$ cat src/rtl/decommutor0.sv
// Output-side lane de-commutator for the 8-lane NTT/INTT pipeline tail.
// Undoes the per-group lane reflection and buffers beats in a 2-entry FIFO.
module decommutor0 #(
  parameter int LANES     = 8,
  parameter int DW        = 16,
  parameter int GROUP_LEN = 8,
  parameter int GROUPS    = 16
) (
  input  logic                       clk,
  input  logic                       rst_n,
  input  logic                       nttend,
  input  logic                       in_valid,
  output logic                       in_ready,
  input  logic [LANES*DW-1:0]        lane_in,
  output logic                       out_valid,
  input  logic                       out_ready,
  output logic [LANES*DW-1:0]        lane_out,
  output logic [$clog2(GROUPS)-1:0]  group_idx,
  output logic                       frame_done
);

  localparam int W  = LANES * DW;
  localparam int CW = $clog2(GROUP_LEN * GROUPS);
  localparam int SW = $clog2(GROUP_LEN);
  localparam int GW = $clog2(GROUPS);
  localparam logic [CW-1:0] LAST = CW'(GROUP_LEN * GROUPS - 1);

  typedef enum logic [1:0] {
    EMPTY = 2'd0,
    ONE   = 2'd1,
    FULL  = 2'd2
  } occ_e;

  occ_e          occ_q, occ_d;
  logic [CW-1:0] beat_cnt_q, beat_cnt_d;
  logic [W-1:0]  head_q, head_d;
  logic [W-1:0]  tail_q, tail_d;
  logic          fd_q, fd_d;
  logic [W-1:0]  mapped;
  logic [GW-1:0] grp;
  logic          push;
  logic          pop;

  assign grp        = beat_cnt_q[CW-1:SW];
  assign in_ready   = (occ_q != FULL);
  assign out_valid  = (occ_q != EMPTY);
  assign lane_out   = head_q;
  assign group_idx  = grp;
  assign frame_done = fd_q;
  assign push       = in_valid && in_ready;
  assign pop        = out_valid && out_ready;

  // Group k reflects lanes inside the window i+j == k; the rest pass.
  always_comb begin
    mapped = lane_in;
    for (int i = 0; i < LANES; i++) begin
      if (int'(grp) >= i && int'(grp) - i < LANES)
        mapped[i*DW +: DW] = lane_in[(int'(grp) - i)*DW +: DW];
    end
  end

  always_comb begin
    occ_d      = occ_q;
    beat_cnt_d = beat_cnt_q;
    head_d     = head_q;
    tail_d     = tail_q;
    fd_d       = 1'b0;
    if (nttend) begin
      occ_d      = EMPTY;
      beat_cnt_d = '0;
    end else begin
      if (push) beat_cnt_d = beat_cnt_q + 1'b1;
      fd_d = push && (beat_cnt_q == LAST);
      unique case (occ_q)
        EMPTY: begin
          if (push) begin
            head_d = mapped;
            occ_d  = ONE;
          end
        end
        ONE: begin
          unique case (1'b1)
            push && pop: head_d = mapped;
            push && !pop: begin
              tail_d = mapped;
              occ_d  = FULL;
            end
            !push && pop: occ_d = EMPTY;
            default: ;
          endcase
        end
        FULL: begin
          if (pop) begin
            head_d = tail_q;
            occ_d  = ONE;
          end
        end
        default: occ_d = EMPTY;
      endcase
    end
  end

  always_ff @(posedge clk or negedge rst_n) begin
    if (!rst_n) begin
      occ_q      <= EMPTY;
      beat_cnt_q <= '0;
      head_q     <= '0;
      tail_q     <= '0;
      fd_q       <= 1'b0;
    end else begin
      occ_q      <= occ_d;
      beat_cnt_q <= beat_cnt_d;
      head_q     <= head_d;
      tail_q     <= tail_d;
      fd_q       <= fd_d;
    end
  end

endmodule

$ cat config.mk
export PLATFORM = sky130hd
export DESIGN_NAME = decommutor0
export DESIGN_NICKNAME = d
export VERILOG_FILES = /design/src/rtl/decommutor0.sv
export SDC_FILE = /design/constraint.sdc
export NUM_CORES = 1
export LEC_CHECK = 0
export ABC_AREA = 1
export CAP_MARGIN = 20
export CORE_ASPECT_RATIO = 1.25
export CORE_MARGIN = 2
export CORE_UTILIZATION = 50
export CTS_BUF_LIST = sky130_fd_sc_hd__clkbuf_16
export DETAILED_ROUTE_END_ITERATION = 16
export HOLD_SLACK_MARGIN = 0.1
export PLACE_DENSITY = 0.75
export SYNTH_ARGS = -nofsm -noshare
export SYNTH_HDL_FRONTEND = slang
export SYNTH_SLANG_ARGS = --single-unit
$ cat constraint.sdc
create_clock -name clk -period 5.2 [get_ports clk]
set_input_delay 1.04 -clock clk [delete_from_list [all_inputs] [get_ports clk]]
set_output_delay 1.04 -clock clk [all_outputs]
set_load 0.01 [all_outputs]
# Word-level counts from Yosys, hierarchy flattened
# Cells that the tools add are included.
# W data, S select, Z words.
dict set report totals {
  regBits 266
  input_bits 133
  out_inout_bits 135
  elab_cells 89
}
dict set report op_classes {
  addsub 8
  n_lt_le_gt_ge 15
  n_eq_ne 10
  n_shift 8
  mux 20
  bitwise_logic 1
  reduce_logical 22
}
# op count
set ops {}
lappend ops {{$shiftx A128 B9 Y16} 8}
lappend ops {{$mux W128} 3}
lappend ops {{$pmux W128 S3} 1}
lappend ops {{$mux W16} 8}
lappend ops {{$lt A5 B5 Y1 const B} 7}
lappend ops {{$sub A4 B3 Y5 const B} 4}
lappend ops {{$ge A4 B3 Y1 const B} 4}
lappend ops {{$mux W7} 2}
lappend ops {{$logic_and A1 B1 Y1} 13}
lappend ops {{$sub A4 B2 Y5 const B} 2}
lappend ops {{$ge A4 B2 Y1 const B} 2}
lappend ops {{$ne A2 B2 Y1 const B} 4}
lappend ops {{$add A7 B1 Y7 const B} 1}
lappend ops {{$eq A7 B7 Y1 const B} 1}
lappend ops {{$mux W2} 3}
lappend ops {{$ne A3 B3 Y1 const B} 2}
lappend ops {{$pmux W2 S3} 1}
lappend ops {{$reduce_and A3 Y1} 2}
lappend ops {{$reduce_and A5 Y1} 1}
lappend ops {{$sub A4 B1 Y5 const B} 1}
lappend ops {{$ge A4 B1 Y1 const B} 1}
lappend ops {{$lt A4 B4 Y1 const B} 1}
lappend ops {{$ne A4 B4 Y1 const B} 1}
lappend ops {{$pmux W2 S2} 1}
lappend ops {{other kinds (8)} 10}

# Depth between registers and ports, before layout
# Gate-level depths: netlist (run 1).
dict set report logic_depth {
  depth_word 7
  mapped_depth 15
  mapped_depth_nobuf 12
}

# Worst setup path after synthesis (run 1)
# OpenSTA, ideal clock, no wires.
dict set report synth_timing {
  kind {register to register}
  from {reg beat_cnt_q[6]}
  to {reg head_q[114] (netlist: lane_out[114])}
  setup_time_ps 121
  t_arrival_ps 2280
  required_ps 5079
  slack_ps 2799
  stages_incl_launch_ff 13
  path_buffers 3
  period_less_slack_ps 2401
  path_cell_list {dfrtp_1 > inv_2 > buf_2 > buf_1 > ha_1 > nand2_1 > o21ai_2 > a21oi_4 > buf_2 > nand2_1 > nand2_1 > o21ai_1 > nand2_1}
}
dict set report synth_between {
  elab_chain_cells 6
  word_cells_on_any_way 9
  cone_classes {add/sub: 1; order compare: 2; shift: 1; mux: 4; reduce/logical: 1}
}
# item line_no
set synth_rtl {}
lappend synth_rtl {{start: declaration} 35} ;# logic [CW-1:0] beat_cnt_q, beat_cnt_d;
lappend synth_rtl {{start signal: assignment} 112} ;# beat_cnt_q <= beat_cnt_d;
lappend synth_rtl {{branches (longest 3 deep; another with $sub A4 B3 Y5)} -}
lappend synth_rtl {{$mux W16 *} 57} ;# if (int'(grp) >= i && int'(grp) - i < LANES)
lappend synth_rtl {{$mux W128, on equally long branches} {82, 76}}
lappend synth_rtl {{$pmux W128 S3 *} 74} ;# unique case (occ_q)
lappend synth_rtl {{end signal: assignment} 107} ;# head_q <= '0;
lappend synth_rtl {{end signal: assignment} 113} ;# head_q <= head_d;
lappend synth_rtl {{end: declaration} 36} ;# logic [W-1:0] head_q, head_d;
# Mark *: on every way between the ends. The select of a mux whose other input is x is not followed.
# A chain may end at the register's enable or synchronous reset.

# Worst setup path in the final report (run 1)
dict set report layout_timing {
  from {reg beat_cnt_q[4]}
  to {reg head_q[122] (netlist: lane_out[122])}
}
# Same word-level chain as after synthesis.

==> results of run 1 <==
-- final timing paths --
path | slack [ns] | from | end | cells after the start
min | 0.39 | rst_n | lane_out[74]$_DFFE_PN0P_ | 1
max | 1.54 | beat_cnt_q[4]$_DFFE_PN0P_ | lane_out[122]$_DFFE_PN0P_ | 10
min reg2reg | 0.47 | lane_out[109]$_DFFE_PN0P_ | lane_out[109]$_DFFE_PN0P_ | 2
min in group clk | 0.47 | lane_out[109]$_DFFE_PN0P_ | lane_out[109]$_DFFE_PN0P_ | 2
max in group asynchronous | 3.72 | rst_n | tail_q[17]$_DFFE_PN0P_ | 2
max reg2reg | 1.54 | beat_cnt_q[4]$_DFFE_PN0P_ | lane_out[122]$_DFFE_PN0P_ | 10
-- per-stage QoR --
step | util, % | setup slack (ns) | total power [mW]
3_3_place_gp | 58.0 | 1.62 | 7.40
3_5_place_dp | 58.0 | 1.58 | 7.53
6_report | 60.3 | 1.54 | 9.42
2_1_floorplan | - | 2.80 | 5.74
5_1_grt | 60.3 | 1.39 | 10.0
4_1_cts | 60.3 | 1.69 | 9.43
-- metal layers --
layer | part of all wire [%] | GRT usage, % | vias up
met2 | 45 | 62.8 | 1246
met5 | 0 | 0 | -
met4 | 8.3 | 27.1 | 0
met1 | 38 | 50.2 | 9599
met3 | 9.5 | 6.85 | 289
li1 | - | - | 9351
-- power breakdown --
| part | internal, mW | switching [mW] |
|---|---|---|
| logic | 1.74 | 2.11 |
| clock network | 1.03 | 0.833 |
| registers | 3.07 | 0.624 |
-- state kept, by name, summed over array words and instances, names as in the netlist --
signal      flops
occ_q           2
tail_q        128
frame_done      1
beat_cnt_q      7
lane_out      128
-- cell usage in the layout (no fill, tap or decap), types with 2 or more instances in the layout --
| cell type | synthesis | final |
|---|---|---|
| buf_12 | 0 | 7 |
| nor2_1 | 350 | 350 |
| o21ai_0 | 43 | 43 |
| nand2_1 | 1135 | 1134 |
| clkinv_2 | 0 | 5 |
| o211ai_1 | 20 | 20 |
| nand3_2 | 11 | 11 |
| nand3_1 | 488 | 487 |
| mux2i_1 | 3 | 3 |
| ha_1 | 21 | 20 |
| nor3_1 | 3 | 3 |
| o21ai_2 | 4 | 4 |
| o21ai_1 | 29 | 29 |
| clkdlybuf4s50_1 | 0 | 266 |
| clkbuf_16 | 0 | 27 |
| buf_4 | 22 | 23 |
| clkinv_1 | 0 | 3 |
| inv_1 | 55 | 63 |
| inv_2 | 7 | 6 |
| a31oi_1 | 113 | 113 |
| dfrtp_1 | 266 | 264 |
| xor2_2 | 2 | 2 |
| a21oi_1 | 26 | 26 |
| nor2_4 | 2 | 2 |
| bufinv_16 | 0 | 2 |
-- area by class of cell --
cell class	count	area, sq um	share of cell area [%]
clock inverter	20	141	0.663
sequential	266	6660	31.2
multi-input combinational	2263	10000	47.0
timing repair buffer	297	2990	14.0
clock buffer	27	676	3.17
tap	474	593	2.78
inverter	63	245	1.15
-- critical path: cells and delay by family, from the launching register on --
kind                       cells  cell delay, ns
buffers and inverters          2            0.86
adders and majority gates      1            0.85
DFF                            1            0.84
and+or+nand+nor                6            0.77
AOI/OAI and AO/OA              1            0.18
-- cells by family (layout without fill, tap and decap cells) --
| kind of cell | Yosys count | in the layout | share of synthesized area, % |
|---|---|---|---|
| compound gates | 242 | 242 | 8.15 |
| flops | 266 | 266 | 37.1 |
| mux | 3 | 3 | 0.167 |
| buf+inv | 255 | 407 | 7.17 |
| fa+ha+maj | 21 | 21 | 1.46 |
| simple gates | 1995 | 1995 | 45.8 |
| xor+xnor | 2 | 2 | 0.181 |
==> flow_metrics.env, run 1 <==
export IMPL_status="complete, no violations"
export IMPL_grt_overflow_total=0
export IMPL_cts_clk_slew_worst_paths_ns=0.06
export IMPL_rsz0062_at_grt="false"
export IMPL_cts_setup_buffers=0
export IMPL_first_iter_violations=2698
export IMPL_final_cell_area_sq_um=21300
export IMPL_ys_top_cells_by_area="dfrtp_1 37%, nand2_1 24%, nand3_1 14%"
export IMPL_grt_max_degree=116
export IMPL_crit_chain="inv_2, ha_2, buf_4, nand3_1, nand2_1, nand2_1, nand3_1, nand2_1, o21ai_1, nand2_1"
export IMPL_die_width_microns=173
export IMPL_ys_top_cells_by_count="1,135 x nand2_1, 488 x nand3_1, 350 x nor2_1, 266 x dfrtp_1, 113 x a31oi_1"
export IMPL_synthArstFlopShare_pct=100
export IMPL_cp_slowest_stage_delay_ns=0.85
export IMPL_path_common_cell="nand2_1"
export IMPL_worstPathRequired_ns=5.64
export IMPL_die_height_microns=216
export IMPL_worst_pin_slew_ns=1.11
export IMPL_antenna_cells=0
export IMPL_ant_nets=0
export IMPL_grt_antenna_before_repair=0
export IMPL_yosysTopAreaCell="dfrtp_1"
export IMPL_ys_seq_area_share_pct=37.1
export IMPL_via_per_inst=6.01
export IMPL_cts_tree="yes"
export IMPL_final_min_clock_period_ns=3.66
export IMPL_synthToLayoutAreaGrowth_pct=18.9
export IMPL_fillCellCount=3386
export IMPL_drc=0
export IMPL_syn_inst=2784
export IMPL_period_share_pct=70.4
export IMPL_critical_path_class="flop to flop"
export IMPL_whs_ns=0.392
export IMPL_synth_ff_latch_count=266
export IMPL_gp_congestion=0.984
export IMPL_cts_max_level=1
export IMPL_routed_via_count=20500
export IMPL_synth_edf_count=0
export IMPL_nets=3072
export IMPL_yosysWarnings=0
export IMPL_setup_violations_final=0
export IMPL_routed_wl_microns=76200
export IMPL_start_kind="flop"
export IMPL_core_area_sq_um=35400
export IMPL_clk_latency_ns=0.56
export IMPL_maxCapViolCount=0
export IMPL_grt_pass1_vias=18600
export IMPL_cp_max_fo=38
export IMPL_syn_nets=2938
export IMPL_report_final_hold_viol_count=0
export IMPL_placed_area_sq_um=20500
export IMPL_grt_usage_pct=39.8
export IMPL_hpwl_microns=55300
export IMPL_fin_tns_setup_ns=0
export IMPL_endpoint_kind="flop"
export IMPL_post_place_cells=3363
export IMPL_leakage_nw=10.5
export IMPL_cp_slowest_cell="ha_2"
export IMPL_start_util_pct=50.7
export IMPL_synthMostInstantiatedCell="nand2_1"
export IMPL_fin_skew_ns=0.00824
export IMPL_dr_pass1_iters=10
export IMPL_synth_area_per_cell_sq_um=6.44
export IMPL_drive_above_1_share_pct=3.58
export IMPL_die_area_sq_um=37400
export IMPL_hold_class="input port to async pin"
export IMPL_ir_worst_vdd_v=0.000338
export IMPL_cts_sinks=266
export IMPL_drv_slew=0
export IMPL_wl_per_cell_microns=22.3
export IMPL_ys_types=37
export IMPL_cts_made_buffers=27
export IMPL_portBuffers=267
export IMPL_p_per_area_nw_per_um2=442
export IMPL_synthesis_area_sq_um=17900
export IMPL_hold_buffers=0
export IMPL_post_cts_resized=0
export IMPL_placementRows=77
export IMPL_worst_ep_arrival_time_ns=4.10
export IMPL_cts_buffer_depth=3
export IMPL_slew_headroom_pct=25.6
export IMPL_finalNonFillerCells=3410
export IMPL_max_freq_mhz=273
export IMPL_root_buffer="clkbuf_16"
export IMPL_grt_pass1_wl_microns=113000
export IMPL_io_pins=268
export IMPL_ys_flop_type="dfrtp_1"
export IMPL_synth_top_cell_area_share_pct=37.1
(Power assumes the default switching activity.)
==> inputs of run 2 (changes only) <==
--- a/config.mk
+++ b/config.mk
@@ -13,7 +13,7 @@
 export CTS_BUF_LIST = sky130_fd_sc_hd__clkbuf_16
 export DETAILED_ROUTE_END_ITERATION = 16
 export HOLD_SLACK_MARGIN = 0.1
-export PLACE_DENSITY = 0.75
+export PLACE_DENSITY = 0.78
 export SYNTH_ARGS = -nofsm -noshare
 export SYNTH_HDL_FRONTEND = slang
 export SYNTH_SLANG_ARGS = --single-unit
==> constraint.sdc (replaced) <==
create_clock -name clk -period 3.3 [get_ports clk]
set_input_delay 0.66 -clock clk [delete_from_list [all_inputs] [get_ports clk]]
set_output_delay 0.66 -clock clk [all_outputs]
set_load 0.01 [all_outputs]
==> run 2 against run 1 <==
Hold slack got worse by 0.32 ns. Clock power up 66%. Maximum frequency grew 28%. Sequential cell count is the same. Critical endpoint is now lane_out[37]$_DFFE_PN0P_. Register-to-register slack worse by 1.1 ns. Clock-buffer cell count did not move. Global-route usage up 0.12 points. Setup slack got worse by 1.1 ns. Via count fell by 0.32%. Cell area up 1.7%. Sequential power rose by 55%.
==> flow_metrics.env, run 2 (same netlist as run 1, synthesis figures left out) <==
export IMPL_final_common_cell="nand2_1"
export IMPL_die_height_microns=216
export IMPL_root_buffer="clkbuf_16"
export IMPL_routed_via_count=20400
export IMPL_fillCellCount=3336
export IMPL_grt_max_degree=154
export IMPL_worst_ep_arrival_time_ns=3.35
export IMPL_first_iter_violations=2721
export IMPL_final_cell_mix="1,134 x nand2_1, 487 x nand3_1, 350 x nor2_1, 266 x clkdlybuf4s50_1, 264 x dfrtp_1"
export IMPL_cts_sinks=266
export IMPL_ir_worst_vdd_v=0.000841
export IMPL_fin_skew_ns=0.0124
export IMPL_wl_per_cell_microns=22.0
export IMPL_fin_tns_setup_ns=0
export IMPL_maxCapViolCount=0
export IMPL_via_per_inst=5.93
export IMPL_cts_clk_slew_worst_paths_ns=0.06
export IMPL_cts_buffer_depth=3
export IMPL_slew_headroom_pct=27.3
export IMPL_post_place_cells=3398
export IMPL_start_util_pct=50.7
export IMPL_report_final_hold_viol_count=0
export IMPL_finalNonFillerCells=3446
export IMPL_cts_made_buffers=26
export IMPL_grtUsageMet2_pct=64.5
export IMPL_nets=3106
export IMPL_dr_pass1_iters=9
export IMPL_start_kind="flop"
export IMPL_endpoint_kind="flop"
export IMPL_drive_above_1_share_pct=4.71
export IMPL_die_area_sq_um=37400
export IMPL_status="complete, no violations"
export IMPL_drv_slew=0
export IMPL_grt_use_met1_pct=48.8
export IMPL_drc=0
export IMPL_busiest_layer="met2"
export IMPL_cts_tree="yes"
export IMPL_core_area_sq_um=35400
export IMPL_synthToLayoutAreaGrowth_pct=20.9
export IMPL_period_share_pct=86.6
export IMPL_hold_buffers=0
export IMPL_die_width_microns=173
export IMPL_hpwl_microns=57600
export IMPL_routed_wl_microns=75900
export IMPL_final_min_clock_period_ns=2.86
export IMPL_grt_overflow_total=0
export IMPL_setup_violations_final=0
export IMPL_grt_antenna_before_repair=2
export IMPL_io_pins=268
export IMPL_cts_max_level=1
export IMPL_hold_class="input port to async pin"
export IMPL_rsz0062_at_grt="false"
export IMPL_max_freq_mhz=350
export IMPL_cp_max_fo=16
export IMPL_critical_path_class="flop to flop"
export IMPL_grt_pass1_wl_microns=114000
export IMPL_clk_latency_ns=0.56
export IMPL_post_cts_resized=0
export IMPL_p_per_area_nw_per_um2=696
export IMPL_grt_pass1_vias=18900
export IMPL_grt_usage_pct=40.0
export IMPL_worst_pin_slew_ns=1.09
export IMPL_gp_congestion=0.954
export IMPL_portBuffers=267
export IMPL_cts_setup_buffers=0
export IMPL_worstPathRequired_ns=3.80
export IMPL_leakage_nw=10.7
export IMPL_ant_nets=0
export IMPL_placementRows=77
export IMPL_use_met3_pct=6.08
## run 2: worst paths after layout
kind | from | to | slack [ns] | depth (start not counted)
max in group asynchronous | rst_n | lane_out[80]$_DFFE_PN0P_ | 2.44 | 2
hold reg to reg | lane_out[107]$_DFFE_PN0P_ | lane_out[107]$_DFFE_PN0P_ | 0.48 | 2
hold / removal | rst_n | lane_out[109]$_DFFE_PN0P_ | 0.07 | 1
setup / recovery | beat_cnt_q[5]$_DFFE_PN0P_ | lane_out[37]$_DFFE_PN0P_ | 0.44 | 8
setup reg to reg | beat_cnt_q[5]$_DFFE_PN0P_ | lane_out[37]$_DFFE_PN0P_ | 0.44 | 8
min in group clk | lane_out[107]$_DFFE_PN0P_ | lane_out[107]$_DFFE_PN0P_ | 0.48 | 2
## run 2: report_power, final
| part | switching [mW] | internal, mW | total [mW] |
|---|---|---|---|
| registers | 0.885 | 4.84 | 5.73 |
| clock network | 1.32 | 1.78 | 3.10 |
| logic | 3.45 | 2.81 | 6.26 |
## run 2: final cells by class
| cell class | count | area [sq um] | share of cell area [%] |
|---|---|---|---|
| clock inverter | 20 | 185 | 0.854 |
| tap | 474 | 593 | 2.74 |
| clock buffer | 27 | 676 | 3.12 |
| inverter | 63 | 245 | 1.13 |
| timing repair buffer | 332 | 3300 | 15.2 |
| sequential | 266 | 6660 | 30.7 |
| antenna | 1 | 2.50 | 0.0115 |
| multi-input combinational | 2263 | 10000 | 46.2 |
## run 2: critical path, stage by stage (launching register included)
cell     delay, ns
dfrtp_1       0.50
inv_4         0.13
ha_1          0.25
ha_1          0.32
o21ai_2       0.86
nand2_1       0.40
nand3_1       0.20
nand2_1       0.07
nand2_1       0.06
## run 2: through the flow
stage / hold slack, ns / power [mW] / setup slack, ns / util, % / instance area [sq um]
2_1_floorplan: 0.364 / 9.05 / 0.899 / - / 17900
3_3_place_gp: 0.461 / 11.7 / 0.580 / 58.9 / 20800
3_5_place_dp: 0.464 / 11.9 / 0.449 / 58.9 / 20800
4_1_cts: 0.105 / 15.1 / 0.578 / 61.3 / 21700
5_1_grt: 0.135 / 16.0 / 0.389 / 61.3 / 21700
6_report: 0.0727 / 15.1 / 0.443 / 61.3 / 21700
## run 2: layer usage
layer,wire (microns),part of all wire [%],vias up
met5,0,0,-
met4,6540,8.6,0
li1,-,-,9422
met3,6430,8.5,270
met2,34700,46,1136
met1,28200,37,9591
